[config.mk]
export PLATFORM = sky130hd
export DESIGN_NAME = instruction_fetch_queue
export DESIGN_NICKNAME = d
export VERILOG_FILES = /design/src/rtl/instruction_fetch_queue.sv
export SDC_FILE = /design/constraint.sdc
export NUM_CORES = 1
export LEC_CHECK = 0
export BUFFER_PORTS_ARGS = -buffer_cell sky130_fd_sc_hd__buf_4
export CAP_MARGIN = 20
export CORE_MARGIN = 2
export CORE_UTILIZATION = 64
export CTS_BUF_LIST = sky130_fd_sc_hd__clkbuf_2
export CTS_CLUSTER_SIZE = 10
export DETAILED_ROUTE_END_ITERATION = 16
export MAX_ROUTING_LAYER = met4
export PLACE_DENSITY = 0.88
export SYNTH_ARGS = -nofsm -noshare
export SYNTH_HDL_FRONTEND = slang
export SYNTH_SLANG_ARGS = --single-unit
[constraint.sdc]
create_clock -name clk -period 6.1 [get_ports clk]
set_input_delay 1.22 -clock clk [delete_from_list [all_inputs] [get_ports clk]]
set_output_delay 1.22 -clock clk [all_outputs]
set_load 0.05 [all_outputs]
[src/rtl/instruction_fetch_queue.sv]
// Fetch-to-decode instruction queue: a DEPTH-entry FIFO of {pc, instruction, fault} with a valid/ready handshake on both sides and a single-cycle flush.
// Optional zero-latency empty-queue bypass is compiled in with `define FETCH_QUEUE_BYPASS_EN.
module instruction_fetch_queue #(
    parameter int DEPTH    = 4,
    parameter int PC_WIDTH = 32
) (
    input  logic                     clk,
    input  logic                     rst_n,
    input  logic                     flush,
    input  logic                     push_valid,
    output logic                     push_ready,
    input  logic [PC_WIDTH-1:0]      push_pc,
    input  logic [31:0]              push_instruction,
    input  logic                     push_fault,
    output logic                     pop_valid,
    input  logic                     pop_ready,
    output logic [PC_WIDTH-1:0]      pop_pc,
    output logic [31:0]              pop_instruction,
    output logic                     pop_fault,
    output logic [$clog2(DEPTH):0]   count
);

    localparam int PTR_W = $clog2(DEPTH);
    localparam int CNT_W = PTR_W + 1;

    typedef struct packed {
        logic [PC_WIDTH-1:0] pc;
        logic [31:0]         instruction;
        logic                fault;
    } entry_t;

    entry_t             mem_q [DEPTH];
    logic [PTR_W-1:0]   rd_ptr_q, rd_ptr_d;
    logic [PTR_W-1:0]   wr_ptr_q, wr_ptr_d;
    logic [CNT_W-1:0]   count_q, count_d;

    logic               full;
    logic               not_empty;
    logic               push_fire;
    logic               write_en;
    logic               read_en;
    entry_t             head_entry;
    entry_t             push_entry;

    assign full       = (count_q == CNT_W'(DEPTH));
    assign not_empty  = (count_q != '0);
    assign push_ready = ~full;
    assign push_fire  = push_valid & ~full & ~flush;
    assign read_en    = not_empty & pop_ready & ~flush;
    assign head_entry = mem_q[rd_ptr_q];
    assign push_entry = '{pc: push_pc, instruction: push_instruction, fault: push_fault};
    assign count      = count_q;

`ifdef FETCH_QUEUE_BYPASS_EN
    logic bypass_hit;

    // On an empty queue the incoming entry is presented directly; if decode takes it, it is never stored.
    assign bypass_hit = ~not_empty & push_valid & ~flush;
    assign write_en   = push_fire & ~(bypass_hit & pop_ready);
    assign pop_valid  = not_empty | bypass_hit;

    always_comb begin
        if (bypass_hit) begin
            pop_pc          = push_entry.pc;
            pop_instruction = push_entry.instruction;
            pop_fault       = push_entry.fault;
        end else begin
            pop_pc          = head_entry.pc;
            pop_instruction = head_entry.instruction;
            pop_fault       = head_entry.fault;
        end
    end
`else
    assign write_en        = push_fire;
    assign pop_valid       = not_empty;
    assign pop_pc          = head_entry.pc;
    assign pop_instruction = head_entry.instruction;
    assign pop_fault       = head_entry.fault;
`endif

    always_comb begin
        rd_ptr_d = rd_ptr_q;
        wr_ptr_d = wr_ptr_q;
        count_d  = count_q;
        if (flush) begin
            rd_ptr_d = '0;
            wr_ptr_d = '0;
            count_d  = '0;
        end else begin
            if (write_en) begin
                wr_ptr_d = wr_ptr_q + PTR_W'(1);
            end
            if (read_en) begin
                rd_ptr_d = rd_ptr_q + PTR_W'(1);
            end
            case ({write_en, read_en})
                2'b10:   count_d = count_q + CNT_W'(1);
                2'b01:   count_d = count_q - CNT_W'(1);
                default: count_d = count_q;
            endcase
        end
    end

    always_ff @(posedge clk or negedge rst_n) begin
        if (!rst_n) begin
            rd_ptr_q <= '0;
            wr_ptr_q <= '0;
            count_q  <= '0;
        end else begin
            rd_ptr_q <= rd_ptr_d;
            wr_ptr_q <= wr_ptr_d;
            count_q  <= count_d;
        end
    end

    // Storage is deliberately left out of reset; only the pointers define which entries are live.
    always_ff @(posedge clk) begin
        if (write_en) begin
            mem_q[wr_ptr_q] <= push_entry;
        end
    end

endmodule

== Word-level counts from Yosys, hierarchy flattened ==
Memory sizes are Yosys's and may differ from the RTL's.
Cells that the tools add are included.
Word-level totals
  bits of input ports: 70
  RAM bits: 260
  memories kept: 1
  logic and storage cells: 29
  output and inout port bits: 70
  register bits after elaboration: 7
Operators by class
  add/sub/neg operators: 4
  mux-type cells: 8
  equal/unequal tests: 3
  bitwise gates (word level): 6
  reduce and logical (&&, ||, !) cells: 4
Memory list
  mem_q: depth 4, bits a word 65, read ports 1, clocked after Yosys merged registers in 0, wr ports 1, RTL line 32  | entry_t mem_q [DEPTH];
Operator list (count)
  2-bit two-way mux: 4
  3-bit case mux with 2 select lines: 1
  3-bit nonzero test: 2
  2-bit by 1-bit adder with 2-bit output (second input constant): 2
  1-bit AND: 4
  2-bit nonzero test: 2
  3-bit by 1-bit adder with 3-bit output (second input constant): 1
  3-bit == test (second input constant): 1
  3-bit two-way mux: 1
  3-bit by 1-bit subtractor with 3-bit output (second input constant): 1
  2-bit by 1-bit == test with 1-bit output (second input constant): 1
  2-bit == test (second input constant): 1
  1-bit two-way mux: 2
  1-bit NOT: 2

== Logic depth before layout (Yosys ltp) ==
  depth after elaboration: 7
  mapped depth: 9
  gate-level depth less buffers: 8

== Least setup slack after synthesis ==
Ideal clock, no wire load.
  path kind: input port to flip-flop
  start point: input flush
  end point: memory mem_q[0][0] (netlist name), enable pin
  library setup time: 430 ps
  buffers on the path: 1
  arrival: 3177 ps
  required time: 5670 ps
  path slack: 2493 ps
  cell stages on the path: 3
  cells stage by stage: buf_1 and3b_1 and2_1
On the way
  longest elaborated chain between the ends: 4
Ends and longest elaborated chain
  start: declaration: RTL line 9  | input logic flush,
  1-bit NOT: RTL line 48  | assign push_fire = push_valid & ~full & ~flush;
  1-bit AND: RTL line 48
  1-bit two-way mux: RTL line 118  | if (write_en) begin
  1-bit two-way mux (not written as such): RTL line 119  | mem_q[wr_ptr_q] <= push_entry;
  end: declaration: RTL line 32
No other way between the ends.

== Final worst setup path ==
  start point: register rd_ptr_q[0]
  end point: output pop_pc[31]
On the way
  longest elaborated chain between the ends: 1
Ends and longest elaborated chain
  start: declaration: RTL line 33  | logic [PTR_W-1:0] rd_ptr_q, rd_ptr_d;
  start signal: assignment: RTL line 110  | rd_ptr_q <= rd_ptr_d;
  memory read 4 x 65 bit
  end: declaration: RTL line 17  | output logic [PC_WIDTH-1:0] pop_pc,
No other way between the ends.

==> reports/metrics.yaml <==
status: "finished clean"
fin_setup_tns_ps: 0
cpMaxStageDelayCell: "dfrtp_4"
synth.area.top_cells: "edfxtp_1, mux4_2, dfrtp_1"
fin_crit_sh_pct: 72.21
ys_seq_area_share_pct: 80.64
critPathLaunchType: "flip-flop"
ys_warn_count: 0
timing.critical_path.mode_cell: "buf_4"
wirelength_um: 17670
cts-buffers-inserted: 61
pwr-share-comb_pct: 18.7
leakage_nw: 4.051
die-width_um: 128.4
dr.pass1.iters: 4
synth_area_um2: 9899
postRouteAntennaNets: 0
seqPwrFrac_pct: 54.7
start_util_pct: 65.36
drc: 0
switching_share_pct: 29.59
clock.fmax_ghz: 0.2270
synth_top_cell_by_area: "edfxtp_1"
setup_viol: 0
cts_max_path_buffers: 3
io_buffers: 139
cts_root_buf: "clkbuf_2"
switchingPower_w: 0.001165
nets: 664
worst_setup_path_end_kind: "output port"
syn2layout_area_growth_pct: 17.61
synth-edff-count: 260
yosys.area.top_type_share_pct: 78.87
track_usage_pct: 23.07
fin_crit_ps: 4405
dpl.hpwl_um: 10380
drt_iter0_markers: 360
timing.hold.ws_ps: 208.3
post_cts_buffers: 0
p_int_w: 0.002772
grt_max_degree: 67
insertion_delay_ps: 800
finalPower_w: 0.003937
clock_power_share_pct: 26.6
drt-wirelength-per-cell_um: 21.47
path_buf_inv: 2
num_vias: 4801
max-vdd-ir-drop_mv: 0.2665
worstSetupPathType: "flip-flop to output port"
cts_hold_buf: 0
antenna_found_initial: 1
netlist_top_cells_count: "edfxtp_1, mux4_2, dfrtp_1"
rsz0062_at_grt: "false"
worst_path_largest_cell_delay_ps: 1120
slew-limit-headroom_pct: 31.81
synth_seq_cells: 267
syn_inst: 404
path_cells: "buf_4 > mux4_2 > buf_4"
drive_gt1_share_pct: 49.37
arrival_ps: 3180
synthFlopType: "edfxtp_1"
synth_most_common_cell: "edfxtp_1"
gp_congestion: 0.8481
htreeDepth: 2
io_pins: 140
drv_cap: 0
post_cts_resized: 0
overflow: 0
grt_pass1_vias: 5227
vias_per_cell: 5.834
skew_ps: 58.59
fp.coreArea_um2: 15150
core.rowCount: 45
hold_class: "primary input to async pin"
clk_pin_slew_worst_paths_ps: 100
final_hold_viol_count: 0
synth.avg_cell_area_um2: 24.50
path_max_fanout: 51
cts_sinks: 267
cts_tree: "done"
grt_pass1_wl_um: 27340
die_h_um: 128.4
tightest_slew_ps: 1023
cp.required_ps: 4880
powerDensity_nw_per_um2: 338.2
drv_slew: 0
async_flop_share_pct: 2.622
yosysUniqueCellTypes: 34
die_area_um2: 16480
path_delay_family: "flip-flops"
syn_nets: 479
## cells in the final DEF, fill, tap and decap left out, types with 2 or more instances in the layout
cell         n
a2111oi_0    2
a21oi_1      4
and2_4       4
buf_4      140
clkbuf_2    96
clkinv_1     9
dfrtp_1      5
dfrtp_4      2
edfxtp_1   260
ha_1         4
inv_1        3
inv_2        3
mux4_2      65
nand2_1      6
nand3_1      3
nor2_1       6
or3_1        2
xor2_1       3
## flip-flops by register name (all words and copies together) (netlist names)
| name | cells |
|---|---|
| wr_ptr_q | 2 |
| count | 3 |
| rd_ptr_q | 2 |
| mem_q | 260 |
## kinds of logic (layout without fill, tap and decap cells)
group | count (synthesis) | count (layout) | share of synthesized area, %
AND/OR/NAND/NOR | 30 | 30 | 1.656
multiplexers | 66 | 66 | 14.89
XOR/XNOR | 4 | 4 | 0.3540
flip-flops | 267 | 267 | 80.64
adder cells (fa/ha/maj) | 5 | 5 | 0.7078
other | 0 | 1 | 0
AO/OA/AOI/OAI | 10 | 10 | 0.6953
buffers and inverters | 22 | 252 | 1.062
## area by class of cell
class	count	area [µm²]
Antenna cell	1	2.502
Clock buffer	96	480.5
Clock inverter	12	46.29
Fill cell	842	3503
Inverter	4	15.01
Multi-Input combinational cell	115	1822
Sequential cell	267	7990
Tap cell	188	235.2
Timing Repair Buffer	140	1051
## path summary, 6_finish.rpt
kind,start,endpoint,slack (ps),cells past startpoint
worst max-delay path,rd_ptr_q[0],pop_pc[31],1700,3
worst min-delay path,rst_n,rd_ptr_q[1],210,1
worst max register to register,count[0],count[2],3460,7
worst min register to register,wr_ptr_q[1],wr_ptr_q[1],580,2
max in group asynchronous,rst_n,rd_ptr_q[0],5750,1
min in group clk,push_pc[9],mem_q[2][42],580,1
## per-stage QoR
step | utilization [%] | std cells | instance area [µm²] | worst slack (ps)
6_report | 76.87 | 823 | 11640 | 1695
2_1_floorplan | - | 404 | 9899 | 2493
3_5_place_dp | 73.37 | 714 | 11110 | 2446
3_3_place_gp | 73.37 | 714 | 11110 | 2496
5_1_grt | 76.87 | 823 | 11640 | 1369
4_1_cts | 76.85 | 822 | 11640 | 1536
## routing by layer
| layer | vias to the layer above | GRT usage, % | part of all wire (%) |
|---|---|---|---|
| met3 | 37 | 6.778 | 8.0 |
| met4 | 0 | 8.468 | 2.5 |
| met2 | 215 | 37.58 | 52 |
| li1 | 2122 | - | - |
| met1 | 2427 | 27.94 | 37 |
| met5 | - | - | 0 |
## worst reg2reg max path, cell delays in order, from the launching register on
cell	delay (ps)
dfrtp_1	530
or3_1	470
nand2_1	130
nor3_1	70
fa_1	420
or4_1	550
a21o_1	200
a31oi_1	170
## power by group through the flow
stage	registers (W)	logic [W]	clock network [W]
floorplan	0.00215	0.000557	0
global placement	0.00219	0.000725	0
detailed placement	0.00220	0.000741	0
CTS	0.00216	0.000742	0.00109
global route	0.00217	0.000768	0.00117
finish	0.00215	0.000735	0.00105
(Power assumes the default switching activity.)
